[config.mk]
export PLATFORM = sky130hd
export DESIGN_NAME = hazard_ctrl
export DESIGN_NICKNAME = d
export VERILOG_FILES = /design/src/rtl/cpu_pkg.sv /design/src/rtl/fwd_unit.sv /design/src/rtl/hazard_ctrl.sv
export SDC_FILE = /design/constraint.sdc
export NUM_CORES = 1
export LEC_CHECK = 0
export BUFFER_PORTS_ARGS = -buffer_cell sky130_fd_sc_hd__buf_2
export CAP_MARGIN = 20
export CELL_PAD_IN_SITES_DETAIL_PLACEMENT = 1
export CELL_PAD_IN_SITES_GLOBAL_PLACEMENT = 1
export CORE_ASPECT_RATIO = 0.9
export CORE_MARGIN = 2
export CORE_UTILIZATION = 25
export DETAILED_ROUTE_END_ITERATION = 12
export GPL_TIMING_DRIVEN = 0
export PLACE_DENSITY_LB_ADDON = 0.1
export SYNTH_ARGS = -nofsm -noshare
export SYNTH_HDL_FRONTEND = slang
export SYNTH_SLANG_ARGS = --single-unit
[constraint.sdc]
create_clock -name clk_i -period 1.4 [get_ports clk_i]
set_input_delay 0 -clock clk_i [delete_from_list [all_inputs] [get_ports clk_i]]
set_output_delay 0 -clock clk_i [all_outputs]
set_load 0.02 [all_outputs]
[src/rtl/cpu_pkg.sv]
// cpu_pkg: shared pipeline-control types for the five-stage RV32 core.
package cpu_pkg;
   typedef enum logic [1:0] {FWD_RF = 2'd0, FWD_MEM = 2'd1, FWD_WB = 2'd2} fwd_sel_e;
   typedef enum logic [1:0] {RUN, WAIT, TRAP} haz_state_e;
   localparam logic [1:0] WB_SEL_MEM = 2'b00;
endpackage

[src/rtl/fwd_unit.sv]
// fwd_unit: per-operand EX forwarding select; MEM beats WB, x0 never forwarded.
module fwd_unit
   import cpu_pkg::*;
(
   input  logic [4:0] rs_i,
   input  logic [4:0] rsW_mem_i,
   input  logic [4:0] rsW_wb_i,
   input  logic       RegWEn_mem_i,
   input  logic       RegWEn_wb_i,
   output logic [1:0] sel_o
);
   always_comb
      sel_o = (RegWEn_mem_i && rsW_mem_i != 5'd0 && rsW_mem_i == rs_i) ? FWD_MEM :
              (RegWEn_wb_i && rsW_wb_i != 5'd0 && rsW_wb_i == rs_i)    ? FWD_WB  : FWD_RF;
endmodule

[src/rtl/hazard_ctrl.sv]
// hazard_ctrl: forwarding, load-use bubbles, branch flushes, memory freeze and watchdog.
// Optional performance counters are built when HAZ_PERF_CNT_EN is defined.
module hazard_ctrl
   import cpu_pkg::*;
#(
   parameter int MEM_TIMEOUT = 256
`ifdef HAZ_PERF_CNT_EN
   ,
   parameter int CNT_W = 32
`endif
) (
   input  logic       clk_i,
   input  logic       rst_i,
   input  logic [4:0] rs1_id_i,
   input  logic [4:0] rs2_id_i,
   input  logic [4:0] rs1_ex_i,
   input  logic [4:0] rs2_ex_i,
   input  logic [4:0] rsW_ex_i,
   input  logic [4:0] rsW_mem_i,
   input  logic [4:0] rsW_wb_i,
   input  logic       RegWEn_ex_i,
   input  logic       RegWEn_mem_i,
   input  logic       RegWEn_wb_i,
   input  logic [1:0] WBSel_ex_i,
   input  logic       br_taken_i,
   input  logic       Valid_cpu2cache_mem_i,
   input  logic       Valid_cpu2aes_mem_i,
   input  logic       cache_ready_i,
   input  logic       aes_ready_i,
   output logic [1:0] Asel_haz_o,
   output logic [1:0] Bsel_haz_o,
   output logic       en_if_o,
   output logic       en_id_o,
   output logic       en_ex_o,
   output logic       en_mem_o,
   output logic       en_wb_o,
   output logic       flush_id_o,
   output logic       flush_ex_o,
`ifdef HAZ_PERF_CNT_EN
   output logic             timeout_o,
   output logic [CNT_W-1:0] stall_cnt_o,
   output logic [CNT_W-1:0] flush_cnt_o
`else
   output logic             timeout_o
`endif
);
   localparam int WC_W = $clog2(MEM_TIMEOUT);

   haz_state_e      state_q, state_d;
   logic [WC_W-1:0] wait_cnt_q, wait_cnt_d;
   logic            timeout_q, timeout_d;
   logic            mem_busy, load_use, freeze, stall;

   fwd_unit u_fwd_a (
      .rs_i(rs1_ex_i), .rsW_mem_i(rsW_mem_i), .rsW_wb_i(rsW_wb_i),
      .RegWEn_mem_i(RegWEn_mem_i), .RegWEn_wb_i(RegWEn_wb_i), .sel_o(Asel_haz_o)
   );
   fwd_unit u_fwd_b (
      .rs_i(rs2_ex_i), .rsW_mem_i(rsW_mem_i), .rsW_wb_i(rsW_wb_i),
      .RegWEn_mem_i(RegWEn_mem_i), .RegWEn_wb_i(RegWEn_wb_i), .sel_o(Bsel_haz_o)
   );

   always_comb begin
      mem_busy = (Valid_cpu2cache_mem_i & ~cache_ready_i) | (Valid_cpu2aes_mem_i & ~aes_ready_i);
      load_use = RegWEn_ex_i && WBSel_ex_i == WB_SEL_MEM && rsW_ex_i != 5'd0 &&
                 (rsW_ex_i == rs1_id_i || rsW_ex_i == rs2_id_i);
      // freeze acts the same cycle busy appears, not one cycle later via the FSM
      freeze   = mem_busy || state_q == TRAP;
      stall    = load_use && !br_taken_i;
      en_if_o    = !freeze && !stall;
      en_id_o    = !freeze && !stall;
      en_ex_o    = !freeze;
      en_mem_o   = !freeze;
      en_wb_o    = !freeze;
      flush_id_o = !freeze && br_taken_i;
      flush_ex_o = !freeze && (br_taken_i || load_use);
      state_d    = state_q;
      timeout_d  = timeout_q;
      wait_cnt_d = (state_q == WAIT && mem_busy) ? wait_cnt_q + 1'b1 : '0;
      if (state_q == RUN && mem_busy)
         state_d = WAIT;
      else if (state_q == WAIT && !mem_busy)
         state_d = RUN;
      else if (state_q == WAIT && wait_cnt_q == WC_W'(MEM_TIMEOUT - 1)) begin
         state_d   = TRAP;
         timeout_d = 1'b1;
      end
   end

   always_ff @(posedge clk_i)
      if (rst_i) begin
         state_q    <= RUN;
         wait_cnt_q <= '0;
         timeout_q  <= 1'b0;
      end else begin
         state_q    <= state_d;
         wait_cnt_q <= wait_cnt_d;
         timeout_q  <= timeout_d;
      end

   assign timeout_o = timeout_q;

`ifdef HAZ_PERF_CNT_EN
   logic [CNT_W-1:0] stall_cnt_q, stall_cnt_d, flush_cnt_q, flush_cnt_d;
   assign stall_cnt_d = stall_cnt_q + CNT_W'(!en_if_o);
   assign flush_cnt_d = flush_cnt_q + CNT_W'(flush_id_o);
   always_ff @(posedge clk_i)
      if (rst_i) begin
         stall_cnt_q <= '0;
         flush_cnt_q <= '0;
      end else begin
         stall_cnt_q <= stall_cnt_d;
         flush_cnt_q <= flush_cnt_d;
      end
   assign stall_cnt_o = stall_cnt_q;
   assign flush_cnt_o = flush_cnt_q;
`endif
endmodule

==> results of run 1 <==
==> repair_timing <==
action,4_1_cts,5_1_grt
buffers inserted,3,2
endpoints found under the hold margin,3,0
hold buffers,1,0
endpoints found under the setup margin,5,8
pin swaps,4,5
gates resized for setup,5,15
==> path summary, 6_finish.rpt <==
| path | startpoint | endpoint | slack (ns) | depth (start not counted) |
|---|---|---|---|---|
| max | wait_cnt_q[0] | timeout_o | 0.03 | 5 |
| min reg2reg | wait_cnt_q[0] | wait_cnt_q[0] | 0.44 | 1 |
| max reg2reg | wait_cnt_q[0] | timeout_o | 0.03 | 5 |
| min | cache_ready_i | state_q[1] | 0.36 | 5 |
==> layer usage <==
metal	GRT usage [%]	part of all wire (%)	wire length [µm]
met1	16.1	37	1050
met2	28.4	56	1600
met3	4.02	5.7	162
met4	5.54	1.4	40
met5	0	0	0
==> layout make-up <==
type                       count  share of cell area (%)
tap                           44                    3.88
clock buffer                   4                    3.17
multi-input combinational     95                    50.3
buffer                         3                    1.59
inverter                       2                   0.529
timing repair buffer          64                    24.5
sequential                    11                    16.0
==> worst max-delay path, stage by stage, from the launching register on <==
cell and delay (ns):
dfxtp_2 0.34, ha_2 0.19, nand2_2 0.09, nor4_4 0.26
a21bo_2 0.28, a21oi_2 0.14
==> state kept, by name, summed over array words and instances (netlist names) <==
signal and count:
wait_cnt_q 8, state_q 2, timeout_o 1
==> power by group <==
| group | leakage (nW) | switching (mW) | internal, mW |
|---|---|---|---|
| sequential | 0.0917 | 0.00364 | 0.317 |
| combinational | 0.506 | 0.139 | 0.140 |
| clock | 0.0228 | 0.120 | 0.200 |
| total | 0.621 | 0.263 | 0.657 |
==> cells in the final DEF (no fill, tap or decap), types with 2 or more instances in the layout <==
master    instances
buf_2            54
nor2b_1           2
buf_4            12
nor4_2            2
nor4_1            3
nand3_1           4
xor2_1           26
or4_1             4
nand2_1           4
clkbuf_8          3
xnor2_1          10
a21oi_2           2
dfxtp_2           6
nor3_1            3
inv_1             2
or3_1             2
dfxtp_1           5
nor2_1           14
==> kinds of logic after synthesis <==
kind of cell	Yosys count
and+or+nand+nor	48
adders and majority gates	1
buffers and inverters	5
xor gates and xnor gates	36
DFF	11
AOI/OAI and AO/OA	10
==> metrics by stage <==
stage / setup WS (ns) / area [µm²] / TNS (ns) / power, mW
final: 0.0313 / 1420 / 0 / 0.920
after global routing: -0.0324 / 1420 / -0.0682 / 0.979
after CTS: 0.0102 / 1360 / 0 / 0.933
after detailed placement: -0.125 / 1260 / -0.244 / 0.592
after global placement: -0.0795 / 1260 / -0.175 / 0.585
after floorplan: 0.0517 / 920 / 0 / 0.462
==> impl_metrics.py, run 1 <==
metrics = {
    "yosys": {
        "synthXorXnorAreaFrac_pct": 34.7,
        "synth_compound_area_share_pct": 7.71,
        "synth_top_flop_cell": "dfxtp_1",
        "synth_area_leader_cell": "xor2_1",
        "synth_nets": 159,
        "yosysUniqueCellTypes": 28,
        "synth_simple_gate_area_share_pct": 28.7,
        "synth_area_leaders": "xor2_1, dfxtp_1, xnor2_1",
        "postSynthAreaPerCell_um2": 8.18,
        "synth_top_family_by_area": "XOR/XNOR gates",
        "syn_area_um2": 908,
        "synthTopCellsByCount": "xor2_1, nor2_1, dfxtp_1",
        "yosysWarningCount": 0,
        "synthArstFlopShare_pct": 0,
        "synth-edff-count": 0,
        "yosys.area.top_type_share_pct": 25.1,
        "synthMostInstantiatedCell": "xor2_1",
        "syn_inst": 111,
        "synth.mux.area_fraction_pct": 0,
        "yosysSeqAreaShare_pct": 24.2,
        "yosys_register_bits": 11,
        "synthAdderAreaFrac_pct": 1.38,
    },
    "sta": {
        "setup_viol": 0,
        "report.final.slew_viol_count": 0,
        "whs_ns": 0.356,
        "hold_viol_final": 0,
        "period_share_pct": 97.8,
        "fin_crit_ns": 1.37,
        "worstMarginPinSlew_ns": 0.502,
        "maxSlewHeadroom_pct": 66.2,
        "rsz0062_at_grt": "true",
        "max_freq_mhz": 731,
        "fin_skew_ns": 0.00127,
    },
    "floorplanning": {
        "die_w_um": 67.5,
        "core_area_um2": 3430,
        "die_area_um2": 4130,
        "start_util_pct": 26.5,
        "io_pins": 59,
        "die_h_um": 61.2,
        "fp-row-count": 20,
    },
    "pwr": {
        "leakage_nw": 0.621,
        "powerDensity_nw_per_um2": 648,
        "vdd_ir_drop_max_mv": 0.470,
    },
    "cells_and_area": {
        "finish.utilization_pct": 41.4,
        "fill_cells": 442,
        "stdcell_count": 223,
        "layout-drive-gt1-share_pct": 49.7,
        "syn2layout_area_growth_pct": 56.2,
        "multi_input_area_um2": 713,
        "fin_nets": 228,
        "layout.area.seq_um2": 228,
        "diodes": 0,
    },
    "critical_path": {
        "worstSetupStartpointType": "register",
        "crit_fanout": 4,
        "crit_type": "reg -> reg",
        "cp_data_required_time_ns": 1.57,
        "cp_data_arrival_time_ns": 1.54,
        "cp-end-kind": "register",
    },
    "status": {
        "status": "complete, no violations",
    },
    "routing": {
        "dr.pass1.iters": 4,
        "wl_um": 2850,
        "drtIter0Drc": 9,
        "via_per_inst": 4.54,
        "ant_nets": 0,
        "drc_errors": 0,
        "vias": 1013,
        "routedWlPerCell_um": 12.8,
    },
    "placement": {
        "finalWeightedCongestion": 0.845,
        "dp_hpwl_um": 2320,
        "io_buffers": 58,
        "placed_cells": 213,
    },
    "global_routing": {
        "antenna_found_initial": 0,
        "grt_pass1_wl_um": 4710,
        "grt_max_degree": 8,
        "overflow": 0,
        "grt_pass1_vias": 1081,
        "grt.total_usage_pct": 15.0,
    },
    "clocking": {
        "clock_latency_ns": 0.24,
        "clkTransAtPathRegs_ns": 0.05,
        "cts_tree": "yes",
        "root_buffer": "clkbuf_8",
        "cts_made_buffers": 3,
        "cts.sinks": 11,
        "ctsHtreeMaxLevel": 1,
        "ctsLongestPathBuffers": 2,
    },
    "job": {
        "max_cap_viol_count": 0,
    },
    "min_path": {
        "hold_path.class": "in -> reg",
    },
}
No activity file was read; power rests on OpenSTA's default activity.
==> run 2: changes to the inputs <==
--- a/config.mk
+++ b/config.mk
@@ -12,9 +12,10 @@
 export CORE_ASPECT_RATIO = 0.9
 export CORE_MARGIN = 2
 export CORE_UTILIZATION = 25
+export CTS_CLUSTER_DIAMETER = 50
 export DETAILED_ROUTE_END_ITERATION = 12
 export GPL_TIMING_DRIVEN = 0
-export PLACE_DENSITY_LB_ADDON = 0.1
+export PLACE_DENSITY = 0.77
 export SYNTH_ARGS = -nofsm -noshare
 export SYNTH_HDL_FRONTEND = slang
 export SYNTH_SLANG_ARGS = --single-unit
==> impl_metrics.py, run 2 (synthesis results as in run 1) <==
metrics = {
    "status": {
        "status": "complete, no violations",
    },
    "floorplanning": {
        "io_pins": 59,
        "fp-row-count": 20,
        "die_h_um": 61.2,
        "die_w_um": 67.5,
        "start_util_pct": 26.5,
        "die_area_um2": 4130,
        "core_area_um2": 3430,
    },
    "placement": {
        "finalWeightedCongestion": 0.764,
        "dp_hpwl_um": 2340,
        "io_buffers": 58,
        "place_ws_ns": -0.157,
        "placed_cells": 213,
    },
    "sta": {
        "rsz0062_at_grt": "true",
        "whs_ns": 0.332,
        "setup-tns-final_ns": 0,
        "hold_viol_final": 0,
        "report.final.slew_viol_count": 0,
        "worstMarginPinSlew_ns": 0.614,
        "maxSlewHeadroom_pct": 58.7,
        "setup_viol": 0,
        "fin_crit_ns": 1.33,
        "period_share_pct": 95.3,
        "timing.final.ws_setup_ns": 0.0654,
        "max_freq_mhz": 749,
        "fin_skew_ns": 0.000631,
    },
    "critical_path": {
        "worstSetupStartpointType": "register",
        "cp_data_arrival_time_ns": 1.33,
        "crit_fanout": 4,
        "crit_type": "reg -> out",
        "cp-end-kind": "output port",
        "cp_data_required_time_ns": 1.40,
    },
    "cells_and_area": {
        "layout.area.seq_um2": 230,
        "fin_nets": 228,
        "fill_cells": 438,
        "layout-drive-gt1-share_pct": 52.0,
        "finish.utilization_pct": 42.8,
        "top_register": "wait_cnt_q",
        "final_common_cell": "buf_2",
        "mostFrequentLayoutCells": "buf_2, xor2_1, nor2_1",
        "largest_register_ff_count": 8,
        "multi_input_area_um2": 762,
        "diodes": 0,
        "syn2layout_area_growth_pct": 61.6,
        "stdcell_count": 223,
    },
    "pwr": {
        "p_switching_mw": 0.274,
        "pwr-share-comb_pct": 31.1,
        "sw_frac_of_total_pct": 29.4,
        "vdd_ir_drop_max_mv": 0.225,
        "powerDensity_nw_per_um2": 635,
        "p_int_mw": 0.657,
        "pwr-share-clk_pct": 34.6,
        "pwr-share-seq_pct": 34.3,
        "leakage_nw": 0.626,
    },
    "routing": {
        "drtIter0Drc": 23,
        "via_per_inst": 4.59,
        "routedWlPerCell_um": 13.1,
        "ant_nets": 0,
        "wl_um": 2910,
        "dr.pass1.iters": 4,
        "drc_errors": 0,
        "vias": 1024,
    },
    "global_routing": {
        "grt_pass1_vias": 1014,
        "antenna_found_initial": 0,
        "grt_pass1_wl_um": 4450,
        "overflow": 0,
        "grt_max_degree": 8,
        "grt.total_usage_pct": 14.4,
    },
    "clocking": {
        "cts.sinks": 11,
        "root_buffer": "clkbuf_8",
        "ctsHtreeMaxLevel": 1,
        "clock_latency_ns": 0.24,
        "ctsLongestPathBuffers": 2,
        "clkTransAtPathRegs_ns": 0.05,
        "cts_tree": "yes",
        "cts_made_buffers": 3,
    },
    "min_path": {
        "hold_path.class": "in -> reg",
    },
    "job": {
        "max_cap_viol_count": 0,
    },
}
## run 2: layer usage
| layer | wire length (µm) | vias to the layer above | global-route usage [%] |
|---|---|---|---|
| met5 | 0 | - | 0 |
| met4 | 24 | 0 | 4.96 |
| met3 | 60 | 4 | 4.02 |
| met2 | 1520 | 7 | 23.4 |
| met1 | 1310 | 500 | 18.6 |
| li1 | - | 513 | - |
## run 2: repair_timing
item,4_1_cts,5_1_grt
pin swaps,1,8
endpoints found under the setup margin,4,6
hold buffers,1,0
endpoints found under the hold margin,3,0
cloned,0,0
gates resized for setup,7,21
buffers inserted,0,5
## run 2: layout make-up
cell class	instances	share of cell area, %
Clock buffer	4	3.07
Timing Repair Buffer	64	23.5
Multi-Input combinational cell	95	51.9
Tap cell	44	3.75
Inverter	2	0.512
Buffer	3	1.53
Sequential cell	11	15.7
## run 2: path summary, 6_finish.rpt
check / slack, ns / cells past startpoint / endpoint / start
hold / removal: 0.33 / 5 / state_q[1] / cache_ready_i
hold reg to reg: 0.44 / 1 / wait_cnt_q[0] / wait_cnt_q[0]
setup reg to reg: 0.07 / 5 / timeout_o / wait_cnt_q[1]
setup / recovery: 0.07 / 5 / flush_ex_o / state_q[1]
## run 2: power by group through the flow
stage | clock network (mW) | logic [mW] | registers (mW)
floorplan | 0 | 0.138 | 0.325
CTS | 0.331 | 0.270 | 0.321
detailed placement | 0 | 0.266 | 0.325
global placement | 0 | 0.261 | 0.325
finish | 0.323 | 0.289 | 0.320
global route | 0.349 | 0.319 | 0.320
## run 2: worst max-delay path, cell delays in order (launching register included)
cell      delay (ns)
dfxtp_2         0.33
nor2b_4         0.14
nor3_4          0.20
and2_4          0.17
o21bai_1        0.10
buf_4           0.16
## run 2: stage by stage
stage / power (mW) / instance area, µm²
CTS: 0.922 / 1340
finish: 0.932 / 1470
detailed placement: 0.592 / 1260
global route: 0.987 / 1470
global placement: 0.586 / 1260
floorplan: 0.462 / 920
==> run 3: changes to the inputs <==
--- a/config.mk
+++ b/config.mk
@@ -5,7 +5,7 @@
 export SDC_FILE = /design/constraint.sdc
 export NUM_CORES = 1
 export LEC_CHECK = 0
-export BUFFER_PORTS_ARGS = -buffer_cell sky130_fd_sc_hd__buf_2
+export BUFFER_PORTS_ARGS = -buffer_cell sky130_fd_sc_hd__buf_4
 export CAP_MARGIN = 20
 export CELL_PAD_IN_SITES_DETAIL_PLACEMENT = 1
 export CELL_PAD_IN_SITES_GLOBAL_PLACEMENT = 1
==> constraint.sdc (replaced) <==
create_clock -name clk_i -period 1.15 [get_ports clk_i]
set_input_delay 0 -clock clk_i [delete_from_list [all_inputs] [get_ports clk_i]]
set_output_delay 0 -clock clk_i [all_outputs]
set_load 0.02 [all_outputs]
==> impl_metrics.py, run 3 (synthesis results as in run 1) <==
metrics = {
    "status": {
        "status": "finished with violations",
        "violations": "negative setup slack",
    },
    "sta": {
        "timing.final.ws_setup_ns": -0.202,
        "setup_viol": 11,
        "report.final.slew_viol_count": 0,
        "worstMarginPinSlew_ns": 0.397,
        "fin_skew_ns": 0.00774,
        "fin_crit_ns": 1.35,
        "max_freq_mhz": 740,
        "rsz0062_at_grt": "true",
        "hold_viol_final": 0,
        "period_share_pct": 118,
        "maxSlewHeadroom_pct": 73.5,
    },
    "cells_and_area": {
        "fill_cells": 400,
        "fin_nets": 235,
        "diodes": 0,
        "final_common_cell": "buf_4",
        "syn2layout_area_growth_pct": 98.9,
        "largest_register_ff_count": 8,
        "mostFrequentLayoutCells": "buf_4, xor2_1, buf_6",
        "layout-drive-gt1-share_pct": 58.1,
        "top_register": "wait_cnt_q",
    },
    "floorplanning": {
        "die_area_um2": 4130,
        "fp-row-count": 20,
        "core_area_um2": 3430,
        "io_pins": 59,
        "start_util_pct": 26.5,
        "die_h_um": 61.2,
        "die_w_um": 67.5,
    },
    "critical_path": {
        "cp_data_arrival_time_ns": 1.35,
        "cp-end-kind": "output port",
        "slowest_stage": "or3_1",
        "crit_type": "reg -> out",
        "crit_path_max_incr_delay_ns": 0.34,
        "cp_data_required_time_ns": 1.15,
        "crit_chain": "nor2b_4 -> or3_1 -> o21bai_1 -> buf_4",
        "crit_fanout": 3,
        "rrSetupSlack_ns": -0.07,
        "worstSetupStartpointType": "register",
    },
    "routing": {
        "dr.pass1.iters": 4,
        "routedWlPerCell_um": 14.7,
        "wl_um": 3390,
        "drtIter0Drc": 15,
        "drc_errors": 0,
        "vias": 1069,
        "ant_nets": 0,
        "via_per_inst": 4.65,
    },
    "global_routing": {
        "grt.total_usage_pct": 17.1,
        "antenna_found_initial": 0,
        "grt_pass1_wl_um": 5160,
        "overflow": 0,
        "grt_pass1_vias": 1172,
        "grt_max_degree": 8,
    },
    "clocking": {
        "ctsHtreeMaxLevel": 1,
        "clock_latency_ns": 0.25,
        "root_buffer": "clkbuf_8",
        "cts_tree": "yes",
        "ctsLongestPathBuffers": 2,
        "clkTransAtPathRegs_ns": 0.06,
        "cts_made_buffers": 3,
        "cts.sinks": 11,
    },
    "pwr": {
        "vdd_ir_drop_max_mv": 0.348,
        "total_power_mw": 1.27,
        "powerDensity_nw_per_um2": 702,
        "leakage_nw": 0.770,
    },
    "min_path": {
        "hold_path.class": "in -> reg",
    },
    "job": {
        "max_cap_viol_count": 0,
    },
    "placement": {
        "place_ws_ns": -0.169,
        "io_buffers": 58,
        "dp_hpwl_um": 2580,
        "finalWeightedCongestion": 0.714,
    },
}
## run 3: metal layers
layer  vias to the layer above  wire [µm]  GRT usage (%)
li1                        529          -              -
met1                       493       1210           17.1
met2                        43       1940           33.9
met3                         4        214           4.94
met4                         0         28           5.54
met5                         -          0              0
## run 3: stage by stage
step	area, µm²	util, %	hold slack [ns]	TNS, ns	std cells
floorplan	971	-	0.0617	-0.316	111
global placement	1460	42.6	0.189	-0.799	213
detailed placement	1460	42.6	0.200	-0.942	213
CTS	1680	49.0	0.293	-1.13	225
global route	1810	52.7	0.332	-1.73	230
finish	1810	52.7	0.303	-1.09	230
## run 3: report_power, final
group | internal (mW) | switching (mW) | total [mW]
Combinational | 0.270 | 0.211 | 0.480
Clock | 0.244 | 0.160 | 0.404
Sequential | 0.378 | 0.00544 | 0.383
Total | 0.892 | 0.376 | 1.27
## run 3: timing repair
| item | CTS | global route |
|---|---|---|
| buffers inserted | 7 | 5 |
| gates resized for setup | 26 | 18 |
| setup endpoints to repair | 10 | 14 |
| pin swaps | 12 | 10 |
| hold buffers | 1 | 0 |
| endpoints found under the hold margin | 3 | 0 |
## run 3: area by class of cell
class / count / area [µm²] / share of cell area (%)
multi-input cells: 95 / 831 / 46.0
repair buffers: 71 / 596 / 33.0
flip-flops and latches: 11 / 239 / 13.2
well taps: 44 / 55.1 / 3.05
clock buffers: 4 / 45.0 / 2.49
plain buffers: 3 / 33.8 / 1.87
inverters: 2 / 7.51 / 0.416
## run 3: path summary, 6_finish.rpt
kind / start / endpoint / cells past startpoint
max: state_q[1] / flush_ex_o / 4
min reg2reg: timeout_o / timeout_o / 2
max reg2reg: wait_cnt_q[3] / state_q[1] / 4
min: cache_ready_i / state_q[1] / 5
## run 3: critical path: cells and delay by family, from the launching register on
family	cells	cell delay (ns)
AOI/OAI and AO/OA	1	0.15
and+or+nand+nor	2	0.47
buffers and inverters	1	0.16
DFF	1	0.32
